<file path="config.mk">
export PLATFORM = sky130hd
export DESIGN_NAME = dmem_arbiter
export DESIGN_NICKNAME = d
export VERILOG_FILES = /design/src/rtl/dmem_arb_pkg.sv /design/src/rtl/rr_arb2.sv /design/src/rtl/dmem_arbiter.sv
export SDC_FILE = /design/constraint.sdc
export NUM_CORES = 1
export LEC_CHECK = 0
export CORE_AREA = 2 2 117 119
export DETAILED_ROUTE_END_ITERATION = 10
export DIE_AREA = 0 0 119 121
export GPL_TIMING_DRIVEN = 0
export PLACE_DENSITY_LB_ADDON = 0.08
export SETUP_SLACK_MARGIN = 0.02
export SYNTH_ARGS = -nofsm -noshare
export SYNTH_HDL_FRONTEND = slang
export SYNTH_SLANG_ARGS = --single-unit
</file>
<file path="constraint.sdc">
create_clock -name clk -period 4 [get_ports clk]
set_input_delay 1 -clock clk [delete_from_list [all_inputs] [get_ports clk]]
set_output_delay 1 -clock clk [all_outputs]
set_load 0.01 [all_outputs]
</file>
<file path="src/rtl/dmem_arb_pkg.sv">
// rtl/dmem_arb_pkg.sv - shared types and default widths for the DMEM arbiter
package dmem_arb_pkg;

  typedef enum logic [1:0] {
    ARB       = 2'd0,
    LOCKED    = 2'd1,
    FORCE_CPU = 2'd2
  } arb_state_e;

  typedef enum logic {
    MST_CPU = 1'b0,
    MST_DBG = 1'b1
  } mst_e;

  localparam int DEF_DATA_WIDTH = 32;
  localparam int DEF_ADDR_WIDTH = 32;
  localparam int DEF_LOCK_MAX   = 8;

endpackage

</file>
<file path="src/rtl/rr_arb2.sv">
// rtl/rr_arb2.sv - two-requester round-robin picker, one-hot grant
module rr_arb2
  import dmem_arb_pkg::*;
(
  input  logic [1:0] req,
  input  mst_e       last_gnt,
  output logic [1:0] gnt
);

  // bit 0 = CPU, bit 1 = DBG; on contention the master that did not win last goes
  always_comb begin
    gnt = req;
    if (req == 2'b11) begin
      gnt = (last_gnt == MST_DBG) ? 2'b01 : 2'b10;
    end
  end

endmodule

</file>
<file path="src/rtl/dmem_arbiter.sv">
// rtl/dmem_arbiter.sv - CPU/debug arbiter and read-data steering for single-port DMEM
module dmem_arbiter
  import dmem_arb_pkg::*;
#(
  parameter int DATA_WIDTH = DEF_DATA_WIDTH,
  parameter int ADDR_WIDTH = DEF_ADDR_WIDTH,
  parameter int LOCK_MAX   = DEF_LOCK_MAX
) (
  input  logic                  clk,
  input  logic                  reset,
  input  logic                  cpu_req,
  input  logic                  cpu_we,
  input  logic [ADDR_WIDTH-1:0] cpu_addr,
  input  logic [DATA_WIDTH-1:0] cpu_wdata,
  output logic                  cpu_gnt,
  output logic                  cpu_stall,
  output logic                  cpu_rvalid,
  output logic [DATA_WIDTH-1:0] cpu_rdata,
  input  logic                  dbg_req,
  input  logic                  dbg_we,
  input  logic                  dbg_lock,
  input  logic [ADDR_WIDTH-1:0] dbg_addr,
  input  logic [DATA_WIDTH-1:0] dbg_wdata,
  output logic                  dbg_gnt,
  output logic                  dbg_rvalid,
  output logic [DATA_WIDTH-1:0] dbg_rdata,
  output logic                  mem_en,
  output logic                  mem_we,
  output logic [ADDR_WIDTH-1:0] mem_addr,
  output logic [DATA_WIDTH-1:0] mem_wdata,
  input  logic [DATA_WIDTH-1:0] mem_rdata
);

  localparam int CW = $clog2(LOCK_MAX + 1);
  localparam logic [CW-1:0] LOCK_CAP = CW'(LOCK_MAX);
  localparam logic [CW-1:0] CNT_ONE  = CW'(1);

  arb_state_e    state_q, state_d;
  mst_e          last_q, last_d;
  logic [CW-1:0] cnt_q, cnt_d, cnt_inc;
  logic [1:0]    rr_gnt;
  logic          rd_vld_q;
  mst_e          rd_owner_q;

  rr_arb2 u_rr (
    .req      ({dbg_req, cpu_req}),
    .last_gnt (last_q),
    .gnt      (rr_gnt)
  );

  assign cnt_inc = cnt_q + CNT_ONE;

  always_comb begin
    state_d = state_q;
    last_d  = last_q;
    cnt_d   = cnt_q;
    cpu_gnt = 1'b0;
    dbg_gnt = 1'b0;
    case (state_q)
      ARB: begin
        cpu_gnt = rr_gnt[0];
        dbg_gnt = rr_gnt[1];
        cnt_d   = '0;
        if (rr_gnt[0]) last_d = MST_CPU;
        if (rr_gnt[1]) begin
          last_d = MST_DBG;
          if (dbg_lock) begin
            // a one-grant lock budget is already exhausted by this grant
            if (CNT_ONE == LOCK_CAP) begin
              state_d = FORCE_CPU;
            end else begin
              state_d = LOCKED;
              cnt_d   = CNT_ONE;
            end
          end
        end
      end
      LOCKED: begin
        dbg_gnt = dbg_req;
        last_d  = MST_DBG;
        if (dbg_req) begin
          cnt_d = cnt_inc;
          // budget exhaustion wins over a lock release in the same cycle
          if (cnt_inc == LOCK_CAP) begin
            state_d = FORCE_CPU;
            cnt_d   = '0;
          end else if (!dbg_lock) begin
            state_d = ARB;
            cnt_d   = '0;
          end
        end else begin
          state_d = ARB;
          cnt_d   = '0;
        end
      end
      FORCE_CPU: begin
        cpu_gnt = cpu_req;
        dbg_gnt = dbg_req & ~cpu_req;
        state_d = ARB;
        cnt_d   = '0;
        if (cpu_req)      last_d = MST_CPU;
        else if (dbg_req) last_d = MST_DBG;
      end
      default: begin
        state_d = ARB;
        cnt_d   = '0;
      end
    endcase
    if (reset) begin
      cpu_gnt = 1'b0;
      dbg_gnt = 1'b0;
    end
  end

  always_ff @(posedge clk) begin
    if (reset) begin
      state_q <= ARB;
      last_q  <= MST_DBG;
      cnt_q   <= '0;
    end else begin
      state_q <= state_d;
      last_q  <= last_d;
      cnt_q   <= cnt_d;
    end
  end

  assign cpu_stall = cpu_req & ~cpu_gnt;

  assign mem_en    = cpu_gnt | dbg_gnt;
  assign mem_we    = cpu_gnt ? cpu_we    : (dbg_gnt ? dbg_we    : 1'b0);
  assign mem_addr  = cpu_gnt ? cpu_addr  : (dbg_gnt ? dbg_addr  : '0);
  assign mem_wdata = cpu_gnt ? cpu_wdata : (dbg_gnt ? dbg_wdata : '0);

  // one-deep owner tag for the read issued in the previous cycle
  always_ff @(posedge clk) begin
    if (reset) begin
      rd_vld_q   <= 1'b0;
      rd_owner_q <= MST_CPU;
    end else begin
      rd_vld_q   <= mem_en & ~mem_we;
      rd_owner_q <= dbg_gnt ? MST_DBG : MST_CPU;
    end
  end

  assign cpu_rvalid = ~reset & rd_vld_q & (rd_owner_q == MST_CPU);
  assign dbg_rvalid = ~reset & rd_vld_q & (rd_owner_q == MST_DBG);
  assign cpu_rdata  = cpu_rvalid ? mem_rdata : '0;
  assign dbg_rdata  = dbg_rvalid ? mem_rdata : '0;

endmodule

</file>
Word level (Yosys, flattened, before mapping)
Index checks and enable logic that the tools add are counted.

Add/subtract/negate cells: 1. Eq/ne operators: 9. Multiplexer cells: 32. Bitwise logic cells: 12. Reduce and logical (&&, ||, !) cells: 4.

Operators with widths (number): two-way mux 32 bit (6); two-way mux 2 bit (7); two-way mux 4 bit (3); two-way mux 1 bit (11); one-hot mux 4 bit (2 select lines) (1); bitwise AND 1 bit (6); != test 3 bit (second input constant) (2); one-hot mux 1 bit (3 select lines) (2); AND reduction 3 bit (2); NOT 1 bit (5); adder 4 x 1 -> 4 bit (second input constant) (1); equality test 2 bit (second input constant) (2); equality test 4 bit (second input constant) (1); != test 2 bit (second input constant) (2); != test 4 bit (second input constant) (1); one-hot mux 2 bit (2 select lines) (1); nonzero test 3 bit (1); equality test 2 x 1 -> 1 bit (second input constant) (1); zero test 2 bit (1); one-hot mux 1 bit (2 select lines) (1); OR 1 bit (1).

Bits in registers: 9. Input port bits: 167. Output and inout bits: 135. Logic and storage cells: 63.

Longest topological paths before layout
Gate-level depths: netlist of run 1.

Depth in word-level cells: 8. Depth in mapped cells: 8. Mapped depth without buffers: 6.

Modules after synthesis
From an unflattened synthesis of run 1, not the netlist that was laid out.

Cell total of the unflattened synthesis: 219. Area total of the unflattened synthesis: 1726.7 um^2.

Modules (own cells, without submodules): dmem_arbiter (times used 1, cells each 216, area an instance 1707.9 um^2, seq. area each 180.2 um^2); rr_arb2 (times used 1, cells each 3, area an instance 18.8 um^2, seq. area each 0.0 um^2).

Worst setup path after synthesis of run 1
Ideal clock, no wire load.

Path kind: in2out. Start point: input reset. End point: output cpu_rdata[22]. Data arrival time: 1.983 ns. Data required time: 3.000 ns. Setup slack: 1.017 ns. Cell stages on the path: 4. Buffers on the path: 2. Cell sequence: clkbuf_1 -> nor3b_1 -> buf_2 -> and2_1.

Longest elaborated chain between the ends: 4.

Ends and longest elaborated chain: from (decl) (RTL line dmem_arbiter.sv:10) `input logic reset,`; NOT 1 bit (RTL line dmem_arbiter.sv:145) `assign cpu_rvalid = ~reset & rd_vld_q & (rd_owner_q == MST_CPU);`; bitwise AND 1 bit (2 in a row) (RTL line dmem_arbiter.sv:145); named net cpu_rvalid (RTL line dmem_arbiter.sv:17) `output logic cpu_rvalid,`; two-way mux 32 bit (RTL line dmem_arbiter.sv:147) `assign cpu_rdata = cpu_rvalid ? mem_rdata : '0;`; to (decl) (RTL line dmem_arbiter.sv:18) `output logic [DATA_WIDTH-1:0] cpu_rdata,`.

The timed path passes the listed nets, and every way through them passes these cells.

Worst setup path after layout of run 1
Start point: input dbg_req. End point: output mem_wdata[3].

Longest elaborated chain between the ends: 6. Elaborated cells on any way between the ends: 9. Those cells by class: 1 x eq/ne; 7 x mux; 1 x bitwise.

Ends and longest elaborated chain: from (decl) (RTL line dmem_arbiter.sv:19) `input logic dbg_req,`; equality test 2 bit (RTL line rr_arb2.sv:13) `if (req == 2'b11) begin`; two-way mux 2 bit (RTL line rr_arb2.sv:13); one-hot mux 1 bit (3 select lines) (RTL line dmem_arbiter.sv:59) `case (state_q)`; two-way mux 1 bit (RTL line dmem_arbiter.sv:109) `if (reset) begin`; two-way mux 32 bit (RTL line dmem_arbiter.sv:132) `assign mem_wdata = cpu_gnt ? cpu_wdata : (dbg_gnt ? dbg_wdata : '0);`; two-way mux 32 bit * (RTL line dmem_arbiter.sv:132); to (decl) (RTL line dmem_arbiter.sv:30) `output logic [DATA_WIDTH-1:0] mem_wdata,`.

Mark *: on every way between the ends. The rest lies on a longest branch, timed or not.

==> results of run 1 <==
## per-stage QoR
step | utilization, % | hold slack, ns | power [uW] | std cells
2_1_floorplan | - | 0.492 | 433 | 231
3_3_place_gp | 38.6 | 0.531 | 895 | 708
3_5_place_dp | 38.6 | 0.542 | 895 | 708
4_1_cts | 39.6 | 0.551 | 1090 | 715
5_1_grt | 39.7 | 0.595 | 1140 | 715
6_report | 39.7 | 0.544 | 1070 | 715
## Yosys cell counts (2+ instances only)
cell,count,share of area [%]
o21a_1,3,1.2
buf_2,4,1.1
ha_1,8,5.5
nor2b_1,3,1.0
buf_6,5,3.1
nand2b_1,5,1.7
nor3_1,2,0.55
a22o_1,67,32
nor2_1,4,0.82
nand2_1,2,0.41
and2_1,65,22
dfxtp_1,9,9.9
a21oi_1,5,1.4
or2_2,2,0.69
clkbuf_1,11,2.3
inv_1,6,1.2
nand3_1,2,0.55
## kinds of logic (layout without fill, tap and decap cells)
| family | after synthesis | count (layout) | synth area share (%) |
|---|---|---|---|
| flip-flops | 9 | 9 | 9.89 |
| XOR/XNOR | 1 | 1 | 0.481 |
| adder cells (fa/ha/maj) | 8 | 8 | 5.49 |
| AO/OA/AOI/OAI | 89 | 89 | 42.8 |
| buffers and inverters | 28 | 336 | 8.31 |
| AND/OR/NAND/NOR | 96 | 96 | 33.0 |
## worst min-delay path by stage
stage	startpoint	to	slack, ns	depth (start not counted)
floorplan	cnt_q[2]	cnt_q[3]	0.49	1
detailed placement	cnt_q[2]	cnt_q[3]	0.54	1
CTS	cnt_q[2]	cnt_q[3]	0.55	1
global route	cnt_q[2]	cnt_q[3]	0.59	1
finish	cnt_q[2]	cnt_q[3]	0.54	1
global placement	cnt_q[2]	cnt_q[3]	0.53	1
## timing repair
| action | CTS | global route |
|---|---|---|
| buffers inserted | 3 | 0 |
| endpoints found under the setup margin | 131 | 110 |
| pin swaps | 3 | 1 |
| resized for setup | 31 | 7 |
## layout make-up
type | instances | area, um2 | share of cell area [%]
Timing Repair Buffer | 304 | 3020 | 58.1
Multi-Input combinational cell | 194 | 1530 | 29.4
Sequential cell | 9 | 180 | 3.47
Tap cell | 176 | 220 | 4.24
Inverter | 7 | 26.3 | 0.506
Buffer | 21 | 144 | 2.77
Clock buffer | 4 | 78.8 | 1.52
## cell usage in the layout, fill, tap and decap left out, types with 2 or more instances in the layout
cell type / synthesis / final
buf_2: 4 / 3
dlygate4sd2_1: 0 / 10
buf_6: 5 / 5
inv_1: 6 / 6
a21oi_1: 5 / 5
nand3_1: 2 / 2
nor2_1: 4 / 4
and2_1: 65 / 65
dfxtp_1: 9 / 9
dlymetal6s2s_1: 0 / 2
o21a_1: 3 / 3
nand2b_4: 0 / 2
a22o_1: 67 / 67
buf_4: 1 / 5
clkbuf_16: 0 / 3
or2_2: 2 / 2
nor2b_1: 3 / 3
clkdlybuf4s50_1: 0 / 287
nor3_1: 2 / 2
clkbuf_2: 0 / 12
ha_1: 8 / 8
nand2_1: 2 / 2
nand2b_1: 5 / 3
## per-layer routing
metal  part of all wire (%)  wire, um  vias to the layer above  global-route usage [%]
li1                       -         -                     1479                       -
met1                     38      4820                     1298                    18.0
met2                     51      6400                      141                    29.2
met3                    8.8      1120                       14                    5.83
met4                    2.2       274                        0                    3.87
met5                      0         0                        -                       0
## power by group
part           switching, uW  internal, uW  total (uW)  leakage [uW]
clock                   44.3           133         178     0.0000382
sequential              10.7          99.9         111     0.0000735
combinational            312           472         784       0.00197
total                    367           705        1070       0.00208
## registers in the layout, indices dropped and copies added, names as in the netlist
name	cells
state_q	2
cnt_q	4
rd_vld_q	1
rd_owner_q	1
last_q	1
==> metrics.txt, run 1 <==
# TYPE chip_impl_metric gauge
chip_impl_metric{name="crit_path_dat",unit="ns"} 2.76
chip_impl_metric{name="synthesis.area",unit="um2"} 1820
chip_impl_metric{name="yosysSeqAreaShare",unit="%"} 9.89
chip_impl_metric{name="cts_buffers",unit=""} 3
chip_impl_metric{name="grt_start_max_net_pins",unit=""} 11
chip_impl_metric{name="first_pass_grt_wire_length",unit="mm"} 17.8
chip_impl_metric{name="clock-sinks",unit=""} 9
chip_impl_info{name="crit-reg2reg-capture",value="state_q[1]"} 1
chip_impl_metric{name="cts_hold_buffers",unit=""} 0
chip_impl_metric{name="fmax",unit="GHz"} 0.266
chip_impl_metric{name="cts_htree_levels",unit=""} 1
chip_impl_metric{name="cp.buffers_inverters",unit=""} 4
chip_impl_metric{name="drt_wl_total",unit="mm"} 12.6
chip_impl_metric{name="grt_util_all_layers",unit="%"} 16.2
chip_impl_metric{name="io-pin-count",unit=""} 302
chip_impl_metric{name="worstRegToRegCells",unit=""} 6
chip_impl_metric{name="post_dp_cell_area",unit="um2"} 5050
chip_impl_metric{name="clk_pin_slew_worst_paths",unit="ns"} 0.04
chip_impl_metric{name="drc_errors",unit=""} 0
chip_impl_metric{name="clock_tree.buffer_depth",unit=""} 2
chip_impl_metric{name="synth.ff_latch_count",unit=""} 9
chip_impl_info{name="regToRegStartpoint",value="state_q[1]"} 1
chip_impl_info{name="outcome",value="completed"} 1
chip_impl_info{name="path_common_cell",value="buf_6"} 1
chip_impl_info{name="clockRootBuffer",value="clkbuf_16"} 1
chip_impl_info{name="setup.worst_path.end_class",value="primary output"} 1
chip_impl_metric{name="postSynth.asyncResetShare",unit="%"} 0
chip_impl_metric{name="ant_nets",unit=""} 0
chip_impl_info{name="min-delay-path-class",value="reg2reg"} 1
chip_impl_metric{name="syn2layout_area_growth",unit="%"} 185
chip_impl_metric{name="pin_slew_with_the_least_headroom_to_its_limit",unit="ns"} 0.349
chip_impl_metric{name="gp_routability_congestion",unit=""} 0.790
chip_impl_metric{name="fp.dieArea",unit="um2"} 14400
chip_impl_metric{name="post_drt_wl_per_cell",unit="um"} 17.6
chip_impl_info{name="worst_setup_path_endpoint",value="mem_wdata[3]"} 1
chip_impl_metric{name="worst_voltage_drop_across_the_vdd_grid",unit="V"} 0.000129
chip_impl_metric{name="dieWidth",unit="um"} 119
chip_impl_info{name="worst_setup_path_startpoint",value="dbg_req"} 1
chip_impl_metric{name="finalNetCount",unit=""} 715
chip_impl_metric{name="numPortBuffers",unit=""} 301
chip_impl_metric{name="final.fill_count",unit=""} 1330
chip_impl_metric{name="power.density_cell_area",unit="nW/um2"} 206
chip_impl_metric{name="skew",unit="ns"} 0.00332
chip_impl_metric{name="finalCritPeriodShare",unit="%"} 93.9
chip_impl_metric{name="die_y",unit="um"} 121
chip_impl_info{name="worstSetupStartpointType",value="input port"} 1
chip_impl_info{name="cts_tree",value="built"} 1
chip_impl_metric{name="number_of_enable_type_register_cells_in_the_synthesized_netlist",unit=""} 0
chip_impl_metric{name="postLayoutSetupSlackWorst",unit="ns"} 0.244
chip_impl_metric{name="grt_antenna_before_repair",unit=""} 0
chip_impl_metric{name="synthesis.instances",unit=""} 231
chip_impl_metric{name="clk-insertion-delay-late",unit="ns"} 0.24
chip_impl_metric{name="dr_total_vias",unit=""} 2932
chip_impl_metric{name="crit_cells",unit=""} 8
chip_impl_info{name="critical-path-top-delay-family",value="buffers and inverters"} 1
chip_impl_metric{name="fin_tns_setup",unit="ns"} 0
chip_impl_metric{name="worstPathMaxFanout",unit=""} 10
chip_impl_info{name="crit_path_cell_trace",value="clkbuf_2 -> nand2b_1 -> a21oi_2 -> o221a_4 -> buf_6 -> buf_6 -> a22o_1 -> clkdlybuf4s50_1"} 1
chip_impl_metric{name="finished_cell_area",unit="um2"} 5200
chip_impl_metric{name="placement_rows",unit=""} 42
chip_impl_metric{name="design.core.area",unit="um2"} 13100
chip_impl_metric{name="worst-endpoint-required",unit="ns"} 3.00
chip_impl_metric{name="slew_violations",unit=""} 0
chip_impl_metric{name="mappedNetlistNets",unit=""} 406
chip_impl_metric{name="crit_path_max_incr_delay",unit="ns"} 0.54
chip_impl_metric{name="number_of_failing_hold_endpoints_at_the_final_stage",unit=""} 0
chip_impl_metric{name="dp_hpwl",unit="mm"} 11.1
chip_impl_metric{name="final_layout_size_suffix_gt1_share",unit="%"} 8.53
chip_impl_metric{name="detail_route.vias_per_cell",unit=""} 4.10
chip_impl_metric{name="synth.distinct_cells",unit=""} 45
chip_impl_metric{name="ys_warn_count",unit=""} 0
chip_impl_metric{name="maxcap_viol_count",unit=""} 0
chip_impl_metric{name="detail_route.iter0.violations",unit=""} 116
chip_impl_info{name="postSynth.topFlopCell",value="dfxtp_1"} 1
chip_impl_metric{name="mean_post_synth_cell_area",unit="um2"} 7.89
chip_impl_metric{name="total_leakage_power",unit="uW"} 0.00208
chip_impl_metric{name="setup_violation_total_in_the_final_timing_report",unit=""} 0
chip_impl_metric{name="max_slew_headroom",unit="%"} 76.7
chip_impl_info{name="timing_worst_setup_path_type",value="in2out"} 1
chip_impl_metric{name="pre_cts_slack",unit="ns"} -0.482
chip_impl_metric{name="regToRegSetupSlack",unit="ns"} 2.18
chip_impl_metric{name="finalCriticalPeriod",unit="ns"} 3.76
chip_impl_metric{name="num_antenna_cells",unit=""} 0
chip_impl_info{name="setup_repair_after_global_routing_missed_its_margin",value="no"} 1
chip_impl_metric{name="gr-total-overflow",unit=""} 0
chip_impl_metric{name="initial_core_util",unit="%"} 13.9
chip_impl_info{name="critical_path.slowest_cell",value="clkdlybuf4s50_1"} 1
chip_impl_metric{name="first_pass_iters",unit=""} 4
chip_impl_metric{name="first_global_vias",unit=""} 2827
Note: power is estimated with default switching activity, not from simulation.
==> inputs of run 2 (changes only) <==
--- a/config.mk
+++ b/config.mk
@@ -10,6 +10,7 @@
 export DIE_AREA = 0 0 119 121
 export GPL_TIMING_DRIVEN = 0
 export PLACE_DENSITY_LB_ADDON = 0.08
+export REMOVE_ABC_BUFFERS = 1
 export SETUP_SLACK_MARGIN = 0.02
 export SYNTH_ARGS = -nofsm -noshare
 export SYNTH_HDL_FRONTEND = slang
==> metrics.txt, run 2 (synthesis results as in run 1) <==
# TYPE chip_impl_metric gauge
chip_impl_metric{name="finalCriticalPeriod",unit="ns"} 3.86
chip_impl_metric{name="pin_slew_with_the_least_headroom_to_its_limit",unit="ns"} 0.528
chip_impl_metric{name="final.fill_count",unit=""} 1329
chip_impl_metric{name="clk-insertion-delay-late",unit="ns"} 0.24
chip_impl_metric{name="first_pass_iters",unit=""} 4
chip_impl_metric{name="num_antenna_cells",unit=""} 0
chip_impl_info{name="worstSetupStartpointType",value="input port"} 1
chip_impl_metric{name="finished_cell_area",unit="um2"} 5360
chip_impl_metric{name="finalCritPeriodShare",unit="%"} 96.6
chip_impl_metric{name="hold_slack",unit="ns"} 0.545
chip_impl_metric{name="clk_pin_slew_worst_paths",unit="ns"} 0.04
chip_impl_metric{name="total_leakage_power",unit="uW"} 0.00205
chip_impl_metric{name="crit_path_dat",unit="ns"} 2.86
chip_impl_info{name="setup_repair_after_global_routing_missed_its_margin",value="no"} 1
chip_impl_metric{name="numPortBuffers",unit=""} 301
chip_impl_info{name="timing_worst_setup_path_type",value="in2out"} 1
chip_impl_metric{name="design.core.area",unit="um2"} 13100
chip_impl_metric{name="setup_violation_total_in_the_final_timing_report",unit=""} 0
chip_impl_info{name="biggestRegsByFlops",value="cnt_q: 4 flops, state_q: 2 flops"} 1
chip_impl_metric{name="grt_util_all_layers",unit="%"} 16.0
chip_impl_metric{name="die_y",unit="um"} 121
chip_impl_metric{name="cts_hold_buffers",unit=""} 0
chip_impl_metric{name="io-pin-count",unit=""} 302
chip_impl_metric{name="skew",unit="ns"} 0.00438
chip_impl_metric{name="ant_nets",unit=""} 0
chip_impl_metric{name="drc_errors",unit=""} 0
chip_impl_info{name="setup.worst_path.end_class",value="primary output"} 1
chip_impl_metric{name="max_slew_headroom",unit="%"} 64.7
chip_impl_metric{name="gp_routability_congestion",unit=""} 0.789
chip_impl_metric{name="first_pass_grt_wire_length",unit="mm"} 17.8
chip_impl_metric{name="clock_tree.buffer_depth",unit=""} 2
chip_impl_metric{name="post_dp_cell_area",unit="um2"} 4970
chip_impl_metric{name="grt_start_max_net_pins",unit=""} 39
chip_impl_metric{name="worst-endpoint-required",unit="ns"} 3.00
chip_impl_metric{name="power.density_cell_area",unit="nW/um2"} 220
chip_impl_metric{name="detail_route.iter0.violations",unit=""} 58
chip_impl_info{name="registers.top_by_ff_count",value="cnt_q"} 1
chip_impl_info{name="layout.cells.most_common",value="clkdlybuf4s50_1"} 1
chip_impl_metric{name="grt_antenna_before_repair",unit=""} 0
chip_impl_metric{name="maxcap_viol_count",unit=""} 0
chip_impl_info{name="cts_tree",value="built"} 1
chip_impl_metric{name="worstPathMaxFanout",unit=""} 12
chip_impl_metric{name="placement_rows",unit=""} 42
chip_impl_metric{name="dr_total_vias",unit=""} 3056
chip_impl_metric{name="clock-sinks",unit=""} 9
chip_impl_metric{name="worst_voltage_drop_across_the_vdd_grid",unit="V"} 0.000153
chip_impl_metric{name="first_global_vias",unit=""} 3131
chip_impl_metric{name="detail_route.vias_per_cell",unit=""} 4.26
chip_impl_metric{name="fmax",unit="GHz"} 0.259
chip_impl_metric{name="post-route-util",unit="%"} 41.0
chip_impl_metric{name="initial_core_util",unit="%"} 13.9
chip_impl_metric{name="gr-total-overflow",unit=""} 0
chip_impl_info{name="layout_common_cells",value="clkdlybuf4s50_1, a22o_1, and2_1, buf_4, dfxtp_1"} 1
chip_impl_metric{name="syn2layout_area_growth",unit="%"} 194
chip_impl_metric{name="finalNetCount",unit=""} 717
chip_impl_info{name="min-delay-path-class",value="reg2reg"} 1
chip_impl_metric{name="drt_wl_total",unit="mm"} 12.4
chip_impl_metric{name="slew_violations",unit=""} 0
chip_impl_metric{name="cts_buffers",unit=""} 3
chip_impl_metric{name="dieWidth",unit="um"} 119
chip_impl_metric{name="fin_tns_setup",unit="ns"} 0
chip_impl_metric{name="largest_reg_flops",unit=""} 4
chip_impl_info{name="clockRootBuffer",value="clkbuf_16"} 1
chip_impl_metric{name="number_of_failing_hold_endpoints_at_the_final_stage",unit=""} 0
chip_impl_metric{name="final_layout_size_suffix_gt1_share",unit="%"} 9.24
chip_impl_metric{name="postLayoutSetupSlackWorst",unit="ns"} 0.137
chip_impl_metric{name="fp.dieArea",unit="um2"} 14400
chip_impl_metric{name="pre_cts_slack",unit="ns"} -0.813
chip_impl_metric{name="post_drt_wl_per_cell",unit="um"} 17.3
chip_impl_metric{name="dp_hpwl",unit="mm"} 9.33
chip_impl_info{name="outcome",value="completed"} 1
chip_impl_metric{name="cts_htree_levels",unit=""} 1
## run 2: final timing paths
| kind | endpoint | startpoint | cells after the start | slack [ns] |
|---|---|---|---|---|
| max | mem_addr[12] | reset | 6 | 0.14 |
| max reg2reg | state_q[1] | state_q[1] | 6 | 1.99 |
| min reg2reg | cnt_q[3] | cnt_q[2] | 1 | 0.55 |
| min | cnt_q[3] | cnt_q[2] | 1 | 0.55 |
## run 2: layout make-up
| cell class | instances | area, um2 | area share [%] |
|---|---|---|---|
| sequential | 9 | 180 | 3.36 |
| timing repair buffer | 323 | 3250 | 60.6 |
| clock buffer | 3 | 75.1 | 1.40 |
| inverter | 7 | 26.3 | 0.490 |
| clock inverter | 1 | 5.00 | 0.0933 |
| multi-input combinational | 198 | 1610 | 30.0 |
| tap | 176 | 220 | 4.11 |
## run 2: power breakdown
part	internal (uW)	switching, uW
logic	532	356
clock network	132	47.7
registers	99.8	11.6
## run 2: critical path, cell delays in order
cell and delay [ns]:
clkdlybuf4s15_2 0.39, nand2b_4 0.30, o221a_4 0.28, buf_4 0.18, a22o_1 0.16, clkdlybuf4s50_1 0.54
## run 2: repair_timing
action,CTS,global route
resized for setup,15,5
buffers inserted,19,1
pin swaps,7,1
endpoints found under the setup margin,134,62
cloned,4,0
## run 2: stage by stage
| step | total power, uW | std cells |
|---|---|---|
| CTS | 1190 | 716 |
| finish | 1180 | 717 |
| detailed placement | 873 | 689 |
| global route | 1250 | 717 |
| floorplan | 407 | 210 |
| global placement | 863 | 687 |
## run 2: routing by layer
metal,GRT usage [%],up-vias,part of all wire [%]
met5,0,-,0
met4,2.60,0,1.4
met3,5.73,12,10
met2,32.6,197,54
met1,15.5,1350,34
li1,-,1497,-
